$ cat src/rtl/reg_dump_reader_if.sv
// Debug dump bus: request/status, register-file debug read port and byte stream.
interface reg_dump_reader_if #(
    parameter int unsigned ADDR_W = 5
);
    logic              start;
    logic [ADDR_W-1:0] dbg_addr;
    logic [31:0]       dbg_data;
    logic              out_valid;
    logic              out_ready;
    logic [7:0]        out_data;
    logic              busy;
    logic              done;

    modport master (
        input  start, dbg_data, out_ready,
        output dbg_addr, out_valid, out_data, busy, done
    );

    modport slave (
        output start, dbg_data, out_ready,
        input  dbg_addr, out_valid, out_data, busy, done
    );
endinterface

$ cat src/rtl/reg_dump_reader.sv
// Register file debug readout: walks x0..x(N_REGS-1) on the debug read port
// and serializes each 32-bit value MSB byte first over a valid/ready stream.
// Optional: define REG_DUMP_INDEX_EN to prefix every register with an index byte.
module reg_dump_reader #(
    parameter int unsigned N_REGS = 32,
    parameter int unsigned ADDR_W = 5
) (
    input  logic              clk,
    input  logic              rst,
    reg_dump_reader_if.master bus
);

`ifdef REG_DUMP_INDEX_EN
    localparam int unsigned BCNT_W = 3;
    localparam int unsigned BYTES_PER_REG = 5;
`else
    localparam int unsigned BCNT_W = 2;
    localparam int unsigned BYTES_PER_REG = 4;
`endif

    localparam logic [BCNT_W-1:0] LAST_BYTE = BCNT_W'(BYTES_PER_REG - 1);
    localparam logic [ADDR_W-1:0] LAST_IDX  = ADDR_W'(N_REGS - 1);

    typedef enum logic [1:0] {
        IDLE,
        FETCH,
        SEND,
        DONE
    } state_t;

    state_t            state_q, state_d;
    logic [ADDR_W-1:0] idx_q, idx_d;
    logic [BCNT_W-1:0] bcnt_q, bcnt_d;
    logic [31:0]       shift_q, shift_d;

    logic              out_valid;
    logic [7:0]        out_byte;
    logic              busy;
    logic              done;
    logic              accept;

    // State and datapath registers; reset clears the dump immediately.
    always_ff @(posedge clk or posedge rst) begin
        if (rst) begin
            state_q <= IDLE;
            idx_q   <= '0;
            bcnt_q  <= '0;
            shift_q <= '0;
        end else begin
            state_q <= state_d;
            idx_q   <= idx_d;
            bcnt_q  <= bcnt_d;
            shift_q <= shift_d;
        end
    end

    // Next-state and stream outputs; idx_q doubles as the registered debug address.
    always_comb begin
        state_d   = state_q;
        idx_d     = idx_q;
        bcnt_d    = bcnt_q;
        shift_d   = shift_q;
        out_valid = 1'b0;
        out_byte  = '0;
        busy      = (state_q != IDLE);
        done      = 1'b0;
        accept    = 1'b0;

        case (state_q)
            IDLE: begin
                if (bus.start) begin
                    idx_d   = '0;
                    state_d = FETCH;
                end
            end

            FETCH: begin
                shift_d = bus.dbg_data;
                bcnt_d  = '0;
                state_d = SEND;
            end

            SEND: begin
                out_valid = 1'b1;
                accept    = bus.out_ready;
`ifdef REG_DUMP_INDEX_EN
                // Byte 0 is the index; the data word only shifts on bytes 1..4.
                if (bcnt_q == '0) begin
                    out_byte = {3'b000, 5'(idx_q)};
                end else begin
                    out_byte = shift_q[31:24];
                    if (accept) begin
                        shift_d = shift_q << 8;
                    end
                end
`else
                out_byte = shift_q[31:24];
                if (accept) begin
                    shift_d = shift_q << 8;
                end
`endif
                if (accept) begin
                    if (bcnt_q == LAST_BYTE) begin
                        bcnt_d = '0;
                        if (idx_q == LAST_IDX) begin
                            state_d = DONE;
                        end else begin
                            idx_d   = idx_q + ADDR_W'(1);
                            state_d = FETCH;
                        end
                    end else begin
                        bcnt_d = bcnt_q + BCNT_W'(1);
                    end
                end
            end

            DONE: begin
                done    = 1'b1;
                state_d = IDLE;
            end

            default: state_d = IDLE;
        endcase
    end

    assign bus.dbg_addr  = idx_q;
    assign bus.out_valid = out_valid;
    assign bus.out_data  = out_byte;
    assign bus.busy      = busy;
    assign bus.done      = done;

endmodule
$ cat src/flat_wrapper.sv
// flat-port wrapper written by rule: the top's interface ports become plain ports
module reg_dump_reader_flat 
#(
    parameter int unsigned N_REGS = 32,
    parameter int unsigned ADDR_W = 5
)
  (clk, rst, bus_start, bus_dbg_data, bus_out_ready, bus_dbg_addr, bus_out_valid, bus_out_data, bus_busy, bus_done);
  reg_dump_reader_if #(.ADDR_W(ADDR_W)) bus_i ();
  input  logic clk;
  input  logic rst;
  input wire logic [$bits(bus_i.start)-1:0] bus_start;
  input wire logic [$bits(bus_i.dbg_data)-1:0] bus_dbg_data;
  input wire logic [$bits(bus_i.out_ready)-1:0] bus_out_ready;
  output wire logic [$bits(bus_i.dbg_addr)-1:0] bus_dbg_addr;
  output wire logic [$bits(bus_i.out_valid)-1:0] bus_out_valid;
  output wire logic [$bits(bus_i.out_data)-1:0] bus_out_data;
  output wire logic [$bits(bus_i.busy)-1:0] bus_busy;
  output wire logic [$bits(bus_i.done)-1:0] bus_done;
  assign bus_i.start = bus_start;
  assign bus_i.dbg_data = bus_dbg_data;
  assign bus_i.out_ready = bus_out_ready;
  assign bus_dbg_addr = bus_i.dbg_addr;
  assign bus_out_valid = bus_i.out_valid;
  assign bus_out_data = bus_i.out_data;
  assign bus_busy = bus_i.busy;
  assign bus_done = bus_i.done;
  reg_dump_reader #(.N_REGS(N_REGS), .ADDR_W(ADDR_W)) u_core (.clk(clk), .rst(rst), .bus(bus_i));
endmodule
$ cat config.mk
export PLATFORM = sky130hd
export DESIGN_NAME = reg_dump_reader_flat
export DESIGN_NICKNAME = d
export VERILOG_FILES = /design/src/rtl/reg_dump_reader_if.sv /design/src/rtl/reg_dump_reader.sv /design/src/flat_wrapper.sv
export SDC_FILE = /design/constraint.sdc
export NUM_CORES = 1
export LEC_CHECK = 0
export CAP_MARGIN = 20
export CORE_ASPECT_RATIO = 1.4
export CORE_UTILIZATION = 45
export CTS_CLUSTER_DIAMETER = 40
export DETAILED_ROUTE_END_ITERATION = 10
export PLACE_DENSITY = 0.76
export RECOVER_POWER = 100
export SYNTH_ARGS = -nofsm -noshare
export SYNTH_HDL_FRONTEND = slang
export SYNTH_SLANG_ARGS = --single-unit
export TNS_END_PERCENT = 5
$ cat constraint.sdc
create_clock -name clk -period 1.8 [get_ports clk]
set_input_delay 0.18 -clock clk [delete_from_list [all_inputs] [get_ports clk]]
set_output_delay 0.18 -clock clk [all_outputs]
set_load 0.01 [all_outputs]
==> impl_metrics.ini <==
[synth]
synth_cell_types = 37
ys_top_cells_by_count = 41 x dfrtp_1, 22 x mux2_2, 18 x mux2_1, 11 x a21oi_1, 10 x nor2_1
synth.most_common_cell = dfrtp_1
synth_cells = 182
netlist.area_leader.share = 0.472
synth_area_leader_cell = dfrtp_1
synth_seq_cells = 41
avgSynthCellArea_um2 = 11.9
ys_seq_area_frac = 0.472
syn_nets = 221
synthFlopType = dfrtp_1
synth_area_leaders = dfrtp_1 47%, mux2_2 11%, mux2_1 9.3%
yosys_warnings = 0
synth_edf_count = 0
syn-cell-area_mm2 = 0.00217
async_flop_share = 1.00

[power_and_ir_drop]
power.leakage_nw = 1.29
combPwrFrac = 0.482
peakVddDrop_uv = 822
finalPower_mw = 4.09
powerDensity_mw_per_mm2 = 1410
p_int_mw = 2.68
seq_power_share = 0.375
p_sw_frac = 0.344
power_switching_mw = 1.41
clkPwrFrac = 0.143

[global_routing]
grt_antenna_before_repair = 0
grt_pass1_vias = 1636
overflow = 0
grt_pass1_wl_um = 7520
grt_max_degree = 42
gr-usage-all-layers = 0.199

[setup_path]
reg2reg_depth = 6
crit_arrival_ns = 1.92
crit_cells = 6
crit_path_end = u_core.bus.dbg_addr[3]
worstPathMaxFanout = 4
required_ns = 1.98
cp_cell_sequence = ha_4 > and3_4 > ha_4 > and4b_2 > o21bai_4 > a211o_1
end_kind = flip-flop
crit_type = flip-flop to flip-flop
setup.worst_path.start = u_core.bus.dbg_addr[0]
crit_buf_inv = 0
r2r-start = u_core.bus.dbg_addr[0]
cp_top_family = simple AND/OR/NAND/NOR gates
timing.reg2reg.setup_slack_ns = 0.06
r2r_end = u_core.bus.dbg_addr[3]
path_common_cell = ha_4
slowest_delay_ns = 0.43
cpMaxStageDelayCell = dfrtp_2
startpoint_type = flip-flop

[clock_tree]
clk_latency_ns = 0.29
path_clk_slew_ns = 0.08
cts_tree = yes
htree_levels = 2
cts_max_path_buffers = 2
cts_hold_buf = 0
cts_root_buffer = clkbuf_8
numClockSinks = 41
cts_made_buffers = 5

[route]
firstDrtPassIters = 4
drcViolationCount = 0
drtIter0Drc = 31
vias = 1584
finalWirelength_um = 4510
wire_per_inst_um = 14.8
detail-route-antenna-nets = 0
viasPerCell = 5.19

[sta]
final.setup.tns_ns = 0
finalSetupViolCount = 0
min_period_ns = 1.74
rsz0062_at_grt = no
fin_skew_ns = 0.00458
maxSlewViolCount = 0
timing.final.hold_violations = 0
worst_slack_ns = 0.0572
fin_crit_sh = 0.968
fmax_ghz = 0.574
relSlewSlack = 0.337
worst_pin_slew_ns = 0.994

[floorplan]
die_h_um = 84.2
die_w_um = 60.7
io_pins = 52
dieArea_mm2 = 0.00511
core_mm2 = 0.00457
initial_utilization = 0.475
row_count = 29

[final_layout]
antennaDiodeCount = 0
area_delta_synth_final_pct = 33.6
num-fill-cells = 416
final_core_util = 0.635
drive_gt1_frac = 0.222
fin_cells = 305
nNetsFinal = 281

[hold_path]
hold_path.class = flip-flop to flip-flop

[place]
gp_congestion = 0.828
numPortBuffers = 51
dp.cells = 296
hpwl_um = 3220
post-place-ws_ns = -0.0507

[run_status]
outcome = finished, final reports clean

[flow_run]
cap_violations = 0
[through the flow]
stage | hold slack (ns) | instance area, µm²
after floorplan | 0.324 | 2200
after global placement | 0.459 | 2820
after detailed placement | 0.468 | 2820
after CTS | 0.321 | 2900
after global routing | 0.510 | 2900
final | 0.483 | 2900
[layer usage]
layer,global-route usage,part of all wire,vias up
met5,0,0,-
met4,0.0826,0.022,0
met3,0.0447,0.046,7
met2,0.329,0.50,44
met1,0.244,0.43,759
li1,-,-,774
[worst reg2reg max path, cell delays in order (launching register included)]
cell	delay (ns)
dfrtp_2	0.43
ha_4	0.16
and3_4	0.18
ha_4	0.15
and4b_2	0.37
o21bai_4	0.07
a211o_1	0.26
[area by class of cell]
class                           count  area (µm²)  share of cell area
Sequential cell                    41        1030               0.354
Inverter                            3        13.8             0.00474
Clock inverter                      3        17.5             0.00603
Timing Repair Buffer               65         622               0.214
Multi-Input combinational cell    126        1080               0.371
Tap cell                           62        77.6              0.0267
Clock buffer                        5        68.8              0.0237
[worst min path at each step]
stage	to	cells past startpoint	slack, ns	from
after floorplan	u_core.state_q[0]	2	0.32	bus_start
after global placement	u_core.shift_q[26]	1	0.46	u_core.shift_q[26]
after detailed placement	u_core.shift_q[26]	1	0.47	u_core.shift_q[26]
after CTS	u_core.state_q[0]	3	0.32	rst
after global routing	u_core.shift_q[26]	1	0.51	u_core.shift_q[26]
final	u_core.shift_q[26]	1	0.48	u_core.shift_q[26]
[sequential cells by signal, summed over array words and instances, names as in the netlist]
| register | cells |
|---|---|
| u_core.shift_q | 32 |
| u_core.bus.dbg_addr | 5 |
| u_core.bcnt_q | 2 |
| u_core.state_q | 2 |
[power by group through the flow]
stage	sequential (mW)	clock, mW	combinational, mW
global route	1.58	0.645	2.19
floorplan	1.50	0	1.54
global placement	1.53	0	2.06
CTS	1.54	0.611	2.10
finish	1.53	0.585	1.97
detailed placement	1.56	0	2.12
[kinds of logic (layout without fill, tap and decap cells)]
| group | Yosys count | count (layout) | share of synthesized area |
|---|---|---|---|
| buffers and inverters | 15 | 76 | 0.0397 |
| and+or+nand+nor | 40 | 40 | 0.100 |
| AOI/OAI and AO/OA | 32 | 32 | 0.0939 |
| muxes | 51 | 51 | 0.276 |
| DFF | 41 | 41 | 0.472 |
| adders and majority gates | 3 | 3 | 0.0173 |
[layout by cell type (no fill, tap or decap), drive strengths merged, types with 2 or more instances in the layout]
cell	netlist	routed
dlygate4sd2	0	8
buf	8	11
nand3	3	3
nand2	7	7
mux2	48	48
clkbuf	4	8
inv	3	3
clkdlybuf4s50	0	35
nor2b	2	2
nand4b	2	2
mux2i	3	3
nand2b	2	2
o2bb2ai	3	3
o21ai	5	5
ha	3	3
dlymetal6s2s	0	2
and2	9	9
nor2	10	10
o22ai	8	8
clkinv	0	2
a21oi	11	11
dlygate4sd3	0	6
dfrtp	41	41
[timing repair]
| item | CTS | global route |
|---|---|---|
| cloned | 0 | 0 |
| resized for setup | 10 | 5 |
| setup endpoints to repair | 14 | 6 |
| hold endpoints to repair | 0 | 0 |
| pin swaps | 1 | 0 |
| buffers inserted | 1 | 0 |
(Power assumes the default switching activity.)
